--- src/rtl/reg_pipe_chain.sv ---
// Tunable-latency register chain: DEPTH clock-enabled stages with a runtime output tap,
// per-word valid tracking, synchronous flush and a settle flag for the selected tap.
module reg_pipe_chain #(
    parameter  int BITS  = 18,
    parameter  int DEPTH = 4,
    localparam int TW    = $clog2(DEPTH + 1)
) (
    input  logic            clk,
    input  logic            rst,
    input  logic            en,
    input  logic            flush,
    input  logic [BITS-1:0] in,
    input  logic            in_vld,
    input  logic [TW-1:0]   tap_sel,
    output logic [BITS-1:0] out,
    output logic            out_vld,
    output logic            settled,
    output logic            tap_err
);

    localparam logic [TW-1:0] DEPTH_TW = TW'(DEPTH);

    logic [BITS-1:0] s [DEPTH];
    logic [DEPTH-1:0] v;
    logic [BITS-1:0] tap_d [DEPTH+1];
    logic [DEPTH:0]  tap_v;
    logic [TW-1:0]   eff;
    logic [TW-1:0]   tap_q;
    logic [TW-1:0]   cnt;

    assign tap_err = (tap_sel > DEPTH_TW);
    assign eff     = tap_err ? DEPTH_TW : tap_sel;

    // NOTE: sequential state uses non-blocking assignments so every stage samples
    // its predecessor's pre-edge value; blocking here would collapse the chain.
    // The stages are few and individually reset (not a RAM), so clearing them
    // on reset costs nothing and makes the reset-state outputs well defined.
    always_ff @(posedge clk or posedge rst) begin
        if (rst) begin
            for (int k = 0; k < DEPTH; k++) s[k] <= '0;
            v <= '0;
        end else if (flush) begin
            for (int k = 0; k < DEPTH; k++) s[k] <= '0;
            v <= '0;
        end else if (en) begin
            s[0] <= in;
            v[0] <= in_vld;
            for (int k = 1; k < DEPTH; k++) begin
                s[k] <= s[k-1];
                v[k] <= v[k-1];
            end
        end
    end

    // Tap 0 is the live input, tap k is the output of stage k.
    always_comb begin
        tap_d[0] = in;
        for (int k = 0; k < DEPTH; k++) tap_d[k+1] = s[k];
    end

    assign tap_v   = {v, in_vld};
    assign out     = tap_d[eff];
    assign out_vld = tap_v[eff];

    // A tap change restarts the fill count even when flush or en are also active.
    always_ff @(posedge clk or posedge rst) begin
        if (rst) begin
            tap_q <= '0;
            cnt   <= '0;
        end else if (eff != tap_q) begin
            tap_q <= eff;
            cnt   <= '0;
        end else if (flush) begin
            cnt <= '0;
        end else if (en && (cnt < DEPTH_TW)) begin
            cnt <= cnt + TW'(1);
        end
    end

    assign settled = (tap_q == eff) && (cnt >= tap_q);

endmodule

--- config.mk ---
export PLATFORM = sky130hd
export DESIGN_NAME = reg_pipe_chain
export DESIGN_NICKNAME = d
export VERILOG_FILES = /design/src/rtl/reg_pipe_chain.sv
export SDC_FILE = /design/constraint.sdc
export NUM_CORES = 1
export LEC_CHECK = 0
export ABC_AREA = 0
export CAP_MARGIN = 5
export CORE_MARGIN = 2
export CORE_UTILIZATION = 61
export DETAILED_ROUTE_END_ITERATION = 8
export PLACE_DENSITY = 0.86
export SLEW_MARGIN = 40
export SYNTH_ARGS = -nofsm -noshare
export SYNTH_HDL_FRONTEND = slang
export SYNTH_SLANG_ARGS = --single-unit
--- constraint.sdc ---
create_clock -name clk -period 7 [get_ports clk]
set_input_delay 1.05 -clock clk [delete_from_list [all_inputs] [get_ports clk]]
set_output_delay 1.05 -clock clk [all_outputs]
set_load 0.05 [all_outputs]
==> flow_summary.yaml, run 1 <==
yosys:
  synth_nets: 403
  synth.largest_area_cell: "dfrtp_1"
  synth_cell_type_count: 26
  yosys-top-cells-area: "dfrtp_1 49%, mux2i_1 21%, nor2_1 7.3%, mux2_2 5.1%, mux4_1 3.2%"
  syn_inst: 373
  synth_top_area_share_pct: 49.32
  ys_seq_area_share_pct: 49.32
  ys_warn_count: 0
  avgSynthCellArea_um2: 11.15
  syn_area_um2: 4160
  ys_ff_latch: 82
cts:
  cts_resized: 0
  cts.path.max_buffers: 2
  clk_pin_slew_ns: 0.08
  htreeDepth: 3
  clock_sinks: 82
  cts_buffers: 9
  cts_setup_buffers: 0
  clockRootBuffer: "clkbuf_8"
  cts_hold_buf: 0
  clkLatencyLatePin_ns: 0.35
  cts_tree: "done"
sta:
  hold_viol: 0
  slew_viol_final: 0
  relSlewSlack_pct: 46.98
  worst_slew_pin_slew_ns: 0.7953
  fin_tns_setup_ns: 0
  finClkSkew_ns: 0.01136
  fmax_mhz: 202.9
  rsz0062_at_grt: "no"
  layout_min_cycle_time_ns: 4.929
  final-setup-viol-count: 0
  period_share_pct: 70.42
final_layout:
  fin_nets: 437
  n_fill_cell: 489
  layout-drive-gt1-share_pct: 11.65
  syn_to_final_growth_pct: 15.94
  antennaDiodeCount: 0
critical_path:
  cpMostUsedCell: "clkdlybuf4s50_1"
  max_stage_delay_ns: 0.71
  required_ns: 5.95
  crit_arrival_ns: 3.88
  timing.rr.start: "tap_q[0]$_DFFE_PP0P_"
  r2r_end: "cnt[0]$_DFFE_PP0P_"
  r2r_slack_ns: 5.71
  path_class: "input port to primary output"
  crit_chain: "clkdlybuf4s50_1, buf_4, nor2b_2, mux2_2, o21ai_0, nand2_1, clkdlybuf4s50_1"
  reg2reg_depth: 4
  end_kind: "primary output"
  worstPathMaxFanout: 22
  crit_slowest_cell: "clkdlybuf4s50_1"
  critPathLaunchType: "input port"
die:
  die_h_um: 86.59
  dieWidth_um: 86.59
  core_area_um2: 6681
  boundaryPins: 47
  num_rows: 30
  start_util_pct: 62.27
  dieArea_um2: 7497
worst_hold_path:
  min_from: "s[1]$_DFFE_PP0P_"
  min_delay_path_depth: 2
  hold_path.class: "register to register"
  min_to: "s[1]$_DFFE_PP0P_"
placement:
  dp_hpwl_mm: 4.713
  io_buffer_count: 46
  place_congestion: 0.7256
drt:
  drcViolationCount: 0
  drtIter0Drc: 191
  highest_layer: "met4"
  met3_wirelength_um: 257
  wl_mm: 7.778
  dr.pass1.iters: 4
  antenna_left: 0
  wl_met2_mm: 3.816
  vias: 2795
  wire_per_inst_um: 15.81
  wl_met1_mm: 3.566
  routed_via_density: 5.681
job:
  drv_cap: 0
grt:
  grt_max_degree: 83
  gr-total-overflow: 0
  grt_pass1_vias: 2729
  grtUsageTotal_pct: 22.56
  grt_pass1_wl_mm: 13.10
  grt_antenna_before_repair: 0
power:
  p_leak_uw: 0.002404
  powerDensity_nw_per_um2: 206.1
  power_uw: 994.1
  peakVddDrop_mv: 0.1171
run_status:
  status: "finished, final reports clean"
-- flip-flops by register name (all words and copies together) (netlist names) --
register and count:
tap_q 3, s 72, cnt 3, v 4
-- critical path: cells and delay by family --
kind	cells	cell delay, ns
compound gates	1	0.16
buf+inv	3	1.50
simple gates	2	0.75
mux	1	0.41
-- power by group --
group | leakage, µW | switching (µW) | internal (µW) | total, µW
logic | 0.00118 | 84.5 | 63.6 | 148
clock network | 0.0000986 | 165 | 184 | 349
registers | 0.00112 | 10.6 | 487 | 497
-- logic make-up (layout without fill, tap and decap cells) --
| family | Yosys count | in the layout | share of synthesized area, % |
|---|---|---|---|
| AO/OA/AOI/OAI | 27 | 27 | 3.399 |
| XOR/XNOR | 3 | 3 | 0.6317 |
| AND/OR/NAND/NOR | 109 | 109 | 10.29 |
| adder cells (fa/ha/maj) | 4 | 4 | 1.203 |
| buffers and inverters | 33 | 72 | 4.060 |
| flip-flops | 82 | 82 | 49.32 |
| multiplexers | 115 | 115 | 31.10 |
-- cells in the mapped netlist --
cell	number
buf_6	1
mux2_2	19
inv_1	4
dfrtp_1	82
a31oi_1	1
buf_4	4
o21ai_1	1
o21a_1	1
a21o_1	1
buf_8	1
or2_2	1
ha_1	4
nor2_1	81
nor2b_1	3
nand2b_1	1
clkbuf_1	13
o21ai_0	10
nor4bb_1	1
mux4_1	5
mux4_2	3
nand2_1	22
buf_2	9
a21oi_1	13
buf_1	1
xnor2_1	3
mux2i_1	88
-- worst max path at each step --
stage                          start  endpoint  slack, ns  depth (start not counted)
after global routing      tap_sel[0]   out[10]       1.93                          7
after detailed placement  tap_sel[0]   out[13]       2.06                          7
after CTS                 tap_sel[0]   out[13]       2.06                          7
after global placement    tap_sel[0]   out[13]       1.78                          7
final                     tap_sel[0]    out[0]       2.07                          7
after floorplan           tap_sel[2]    out[0]       3.60                          6
-- layout make-up --
| class | count | area [µm²] | share of cell area [%] |
|---|---|---|---|
| Tap cell | 80 | 100.1 | 2.075 |
| Sequential cell | 82 | 2052 | 42.54 |
| Clock inverter | 4 | 50.05 | 1.038 |
| Multi-Input combinational cell | 258 | 1942 | 40.26 |
| Clock buffer | 12 | 155.1 | 3.217 |
| Inverter | 4 | 16.27 | 0.3372 |
| Timing Repair Buffer | 52 | 508.0 | 10.53 |
-- stage by stage --
stage / instance area, µm² / hold WS (ns) / setup WS, ns / utilization, % / instances
after global routing: 4823 / 0.5552 / 1.931 / 72.19 / 492
after floorplan: 4160 / 0.4804 / 3.602 / - / 373
final: 4823 / 0.5237 / 2.071 / 72.19 / 492
after CTS: 4821 / 0.5297 / 2.056 / 72.15 / 492
after detailed placement: 4616 / 0.5083 / 2.059 / 69.08 / 476
after global placement: 4606 / 0.4968 / 1.782 / 68.93 / 476
-- layout by cell type, fill, tap and decap left out, types with 2 or more instances in the layout --
master / netlist / layout
mux2i_1: 88 / 88
dfrtp_1: 82 / 82
nor2_1: 81 / 81
clkdlybuf4s50_1: 0 / 44
nand2_1: 22 / 22
mux2_2: 19 / 19
a21oi_1: 13 / 13
clkbuf_8: 0 / 12
o21ai_0: 10 / 10
mux4_1: 5 / 5
buf_4: 4 / 5
ha_1: 4 / 4
xnor2_1: 3 / 3
mux4_2: 3 / 3
inv_1: 4 / 3
nor2b_1: 3 / 2
clkinv_2: 0 / 2
clkinvlp_4: 0 / 2
-- routing by layer --
layer / up-vias / GRT usage [%]
met1: 1393 / 30.89
met4: 0 / 10.09
met3: 12 / 3.714
met2: 50 / 35.80
met5: - / 0
li1: 1340 / -
No activity file was read; power rests on OpenSTA's default activity.
==> run 2: changes to the inputs <==
--- a/config.mk
+++ b/config.mk
@@ -8,9 +8,9 @@
 export ABC_AREA = 0
 export CAP_MARGIN = 5
 export CORE_MARGIN = 2
-export CORE_UTILIZATION = 61
+export CORE_UTILIZATION = 56
 export DETAILED_ROUTE_END_ITERATION = 8
-export PLACE_DENSITY = 0.86
+export PLACE_DENSITY = 0.8
 export SLEW_MARGIN = 40
 export SYNTH_ARGS = -nofsm -noshare
 export SYNTH_HDL_FRONTEND = slang
==> constraint.sdc (replaced) <==
create_clock -name clk -period 4.7 [get_ports clk]
set_input_delay 0.705 -clock clk [delete_from_list [all_inputs] [get_ports clk]]
set_output_delay 0.705 -clock clk [all_outputs]
set_load 0.05 [all_outputs]
==> flow_summary.yaml, run 2 (synthesized netlist as in run 1, its figures left out) <==
sta:
  period_share_pct: 83.80
  slew_viol_final: 0
  layout_min_cycle_time_ns: 3.939
  worst_slew_pin_slew_ns: 0.7068
  rsz0062_at_grt: "no"
  final-setup-viol-count: 0
  fmax_mhz: 253.9
  fin_worst_hold_slack_ns: 0.5232
  finClkSkew_ns: 0.007368
  hold_viol: 0
  fin_tns_setup_ns: 0
  relSlewSlack_pct: 52.88
cts:
  cts_setup_buffers: 0
  htreeDepth: 3
  cts.path.max_buffers: 2
  cts_tree: "done"
  clk_pin_slew_ns: 0.07
  clockRootBuffer: "clkbuf_8"
  clock_sinks: 82
  clkLatencyLatePin_ns: 0.34
  cts_buffers: 9
  cts_hold_buf: 0
  cts_resized: 0
grt:
  gr-total-overflow: 0
  grt_pass1_vias: 2869
  grt_pass1_wl_mm: 13.90
  grtUsageTotal_pct: 21.24
  grt_max_degree: 71
  grt_antenna_before_repair: 0
drt:
  wire_per_inst_um: 15.80
  routed_via_density: 5.554
  vias: 2849
  antenna_left: 0
  drcViolationCount: 0
  drtIter0Drc: 110
  wl_mm: 8.105
  dr.pass1.iters: 4
critical_path:
  critPathLaunchType: "input port"
  required_ns: 3.99
  worstPathMaxFanout: 12
  end_kind: "primary output"
  timing.rr.start: "tap_q[0]$_DFFE_PP0P_"
  crit_arrival_ns: 3.23
  r2r_end: "cnt[2]$_DFFE_PP0P_"
  reg2reg_depth: 4
  r2r_slack_ns: 3.38
  path_class: "input port to primary output"
die:
  num_rows: 31
  boundaryPins: 47
  core_area_um2: 7214
  dieArea_um2: 8134
  die_h_um: 90.19
  dieWidth_um: 90.19
  start_util_pct: 57.67
job:
  drv_cap: 0
final_layout:
  layout-drive-gt1-share_pct: 14.01
  final_cell_mix: "88 x mux2i_1, 82 x dfrtp_1, 81 x nor2_1"
  antennaDiodeCount: 0
  largest-register: "s"
  syn_to_final_growth_pct: 16.15
  mostFrequentLayoutCell: "mux2i_1"
  largest_reg_flops: 72
  fin_nets: 440
  largestRegisters: "s x72, v x4"
worst_hold_path:
  min_to: "s[2]$_DFFE_PP0P_"
  min_delay_path_depth: 2
  min_from: "s[2]$_DFFE_PP0P_"
  hold_path.class: "register to register"
placement:
  dp_hpwl_mm: 5.119
  io_buffer_count: 46
  place_congestion: 0.7574
run_status:
  status: "finished, final reports clean"
power:
  powerDensity_nw_per_um2: 308.9
  peakVddDrop_mv: 0.1967
  p_leak_uw: 0.002436
==> run 2: cell types whose count changed in the layout (fill, tap and decap cells not counted) <==
cell / before / now
buf_4: 5 / 20
bufinv_16: 1 / 2
clkbuf_1: 1 / 3
clkbuf_8: 12 / 9
clkdlybuf4s50_1: 44 / 33
clkinv_2: 2 / 1
clkinv_4: 0 / 1
clkinvlp_4: 2 / 0
nor2b_1: 2 / 3
nor2b_2: 1 / 0
==> run 2: final cells by class <==
class	instances	area (µm²)
fill	584	2382
sequential	82	2052
multi-input combinational	258	1939
timing repair buffer	55	496.7
clock buffer	12	135.1
tap	99	123.9
clock inverter	3	65.06
inverter	4	20.02
==> run 2: per-layer routing <==
| layer | global-route usage (%) | vias to the layer above | part of all wire, % |
|---|---|---|---|
| met4 | 9.487 | 0 | 1.6 |
| met3 | 3.101 | 11 | 2.5 |
| met5 | 0 | - | 0 |
| met2 | 33.21 | 58 | 49 |
| met1 | 29.71 | 1430 | 47 |
| li1 | - | 1350 | - |
==> run 2: where the power goes <==
part,internal (µW),switching (µW),total [µW]
logic,93.8,128,222
registers,725,15.8,741
clock network,296,233,530
==> run 2: metrics by stage <==
stage / instances / utilization (%) / worst slack [ns] / total power (µW) / area, µm²
floorplan: 373 / - / 1.887 / 910.8 / 4160
global placement: 498 / 64.10 / 0.7861 / 972.4 / 4624
detailed placement: 498 / 64.20 / 0.7489 / 978.0 / 4632
CTS: 513 / 66.98 / 0.7411 / 1509 / 4832
global route: 513 / 66.98 / 0.6722 / 1558 / 4832
finish: 513 / 66.98 / 0.7613 / 1493 / 4832
==> run 2: worst max-delay path, stage by stage <==
cell	delay, ns
clkdlybuf4s50_1	0.89
mux4_1	0.65
mux2_2	0.28
clkdlybuf4s50_1	0.70
==> run 2: worst max path at each step <==
stage	slack [ns]	cells after the start	start	end
after global routing	0.67	4	tap_sel[1]	out[4]
after detailed placement	0.75	4	tap_sel[1]	out[3]
after CTS	0.74	4	tap_sel[1]	out[3]
final	0.76	4	tap_sel[1]	out[3]
after global placement	0.79	4	tap_sel[1]	out[4]
after floorplan	1.89	1	rst	cnt[0]$_DFFE_PP0P_
==> run 3: changes to the inputs <==
--- a/config.mk
+++ b/config.mk
@@ -8,9 +8,9 @@
 export ABC_AREA = 0
 export CAP_MARGIN = 5
 export CORE_MARGIN = 2
-export CORE_UTILIZATION = 56
+export CORE_UTILIZATION = 51
 export DETAILED_ROUTE_END_ITERATION = 8
-export PLACE_DENSITY = 0.8
+export PLACE_DENSITY = 0.76
 export SLEW_MARGIN = 40
 export SYNTH_ARGS = -nofsm -noshare
 export SYNTH_HDL_FRONTEND = slang
==> constraint.sdc (replaced) <==
create_clock -name clk -period 3.5 [get_ports clk]
set_input_delay 0.525 -clock clk [delete_from_list [all_inputs] [get_ports clk]]
set_output_delay 0.525 -clock clk [all_outputs]
set_load 0.05 [all_outputs]
==> flow_summary.yaml, run 3 (synthesized netlist as in run 1, its figures left out) <==
grt:
  grt_pass1_vias: 2862
  grt_pass1_wl_mm: 13.98
  grt_max_degree: 44
  gr-total-overflow: 0
  grtUsageTotal_pct: 20.29
  grt_antenna_before_repair: 0
placement:
  dp_worst_setup_slack_ns: 0.5358
  io_buffer_count: 46
  dp_hpwl_mm: 5.285
  place_congestion: 0.7223
drt:
  drcViolationCount: 0
  routed_via_density: 5.427
  antenna_left: 0
  dr.pass1.iters: 4
  vias: 2822
  drtIter0Drc: 178
  wl_mm: 8.137
  wire_per_inst_um: 15.65
final_layout:
  antennaDiodeCount: 0
  fin_nets: 443
  largestRegisters: "s x72, v x4"
  largest-register: "s"
  layout-drive-gt1-share_pct: 17.94
  mostFrequentLayoutCell: "mux2i_1"
  multiInputGateArea_um2: 1939
  seq_area_um2: 2052
  fin_util_pct: 62.96
  n_fill_cell: 651
  syn_to_final_growth_pct: 18.17
  largest_reg_flops: 72
  final_cell_mix: "88 x mux2i_1, 82 x dfrtp_1, 81 x nor2_1"
critical_path:
  critPathLaunchType: "input port"
  max_stage_delay_ns: 0.79
  crit_slowest_cell: "clkdlybuf4s50_1"
  r2r_end: "cnt[0]$_DFFE_PP0P_"
  required_ns: 2.97
  r2r_slack_ns: 2.25
  timing.rr.start: "tap_q[0]$_DFFE_PP0P_"
  end_kind: "primary output"
  reg2reg_depth: 4
  path_class: "input port to primary output"
  crit_arrival_ns: 2.42
  worstPathMaxFanout: 8
  path_delay_family: "buffers and inverters"
  crit_chain: "clkdlybuf4s50_1, mux4_1, mux2_2, buf_4"
  crit_buf_inv: 2
sta:
  final.setup.worst_slack_ns: 0.5526
  fmax_mhz: 339.3
  fin_tns_setup_ns: 0
  rsz0062_at_grt: "no"
  fin_worst_hold_slack_ns: 0.5241
  hold_viol: 0
  relSlewSlack_pct: 53.22
  finClkSkew_ns: 0.009216
  worst_slew_pin_slew_ns: 0.7009
  final-setup-viol-count: 0
  slew_viol_final: 0
  period_share_pct: 84.21
  layout_min_cycle_time_ns: 2.947
job:
  drv_cap: 0
worst_hold_path:
  min_from: "s[13]$_DFFE_PP0P_"
  min_delay_path_depth: 2
  hold_path.class: "register to register"
  min_to: "s[13]$_DFFE_PP0P_"
cts:
  clockRootBuffer: "clkbuf_8"
  cts_tree: "done"
  clkLatencyLatePin_ns: 0.35
  cts_buffers: 9
  clk_pin_slew_ns: 0.07
  clock_sinks: 82
  cts.path.max_buffers: 2
  cts_resized: 0
  htreeDepth: 3
  cts_hold_buf: 0
  cts_setup_buffers: 0
run_status:
  status: "finished, final reports clean"
power:
  p_leak_uw: 0.002502
  peakVddDrop_mv: 0.2731
  powerDensity_nw_per_um2: 425.9
die:
  core_area_um2: 7807
  num_rows: 32
  start_util_pct: 53.29
  die_h_um: 94.32
  dieArea_um2: 8895
  boundaryPins: 47
  dieWidth_um: 94.32
==> run 3: cell types whose count changed in the layout (fill, tap and decap cells not counted), sizes merged <==
cell,delta
clkinvlp,+1
clkdlybuf4s50,-10
buf,+13
==> run 3: layout make-up <==
| type | count | share of cell area (%) |
|---|---|---|
| Tap cell | 102 | 2.596 |
| Clock inverter | 4 | 1.476 |
| Inverter | 4 | 0.3309 |
| Sequential cell | 82 | 41.74 |
| Clock buffer | 12 | 3.360 |
| Timing Repair Buffer | 58 | 11.05 |
| Multi-Input combinational cell | 258 | 39.45 |
==> run 3: how the worst max path moves through the flow <==
| stage | start | depth (start not counted) | slack [ns] | to |
|---|---|---|---|---|
| detailed placement | tap_sel[1] | 4 | 0.54 | out[5] |
| global route | tap_sel[1] | 4 | 0.45 | out[5] |
| finish | tap_sel[1] | 4 | 0.55 | out[5] |
| CTS | tap_sel[1] | 4 | 0.52 | out[5] |
| floorplan | rst | 1 | 0.87 | cnt[0]$_DFFE_PP0P_ |
| global placement | tap_sel[1] | 5 | 0.55 | out[8] |
==> run 3: worst reg2reg max path: cells and delay by family, from the launching register on <==
kind	cells	cell delay [ns]
simple gates	3	0.71
flops	1	0.41
compound gates	1	0.08
==> run 3: metal layers <==
metal  share of wire (%)  vias up  track usage [%]
li1                    -     1359                -
met1                  48     1395            28.81
met2                  47       58            31.49
met3                 3.5       10            3.933
met4                 1.5        0            6.884
met5                   0        -                0
==> run 3: metrics by stage <==
step           cell area (µm²)  total power, µW  instances
6_report                  4916             2094        520
3_3_place_gp              4676             1315        504
4_1_cts                   4913             2114        520
5_1_grt                   4916             2184        520
2_1_floorplan             4160             1223        373
3_5_place_dp              4676             1321        504
==> run 3: power breakdown <==
group / switching, µW / total (µW) / internal [µW]
Clock: 335 / 794 / 459
Sequential: 20.8 / 994 / 973
Combinational: 174 / 305 / 132
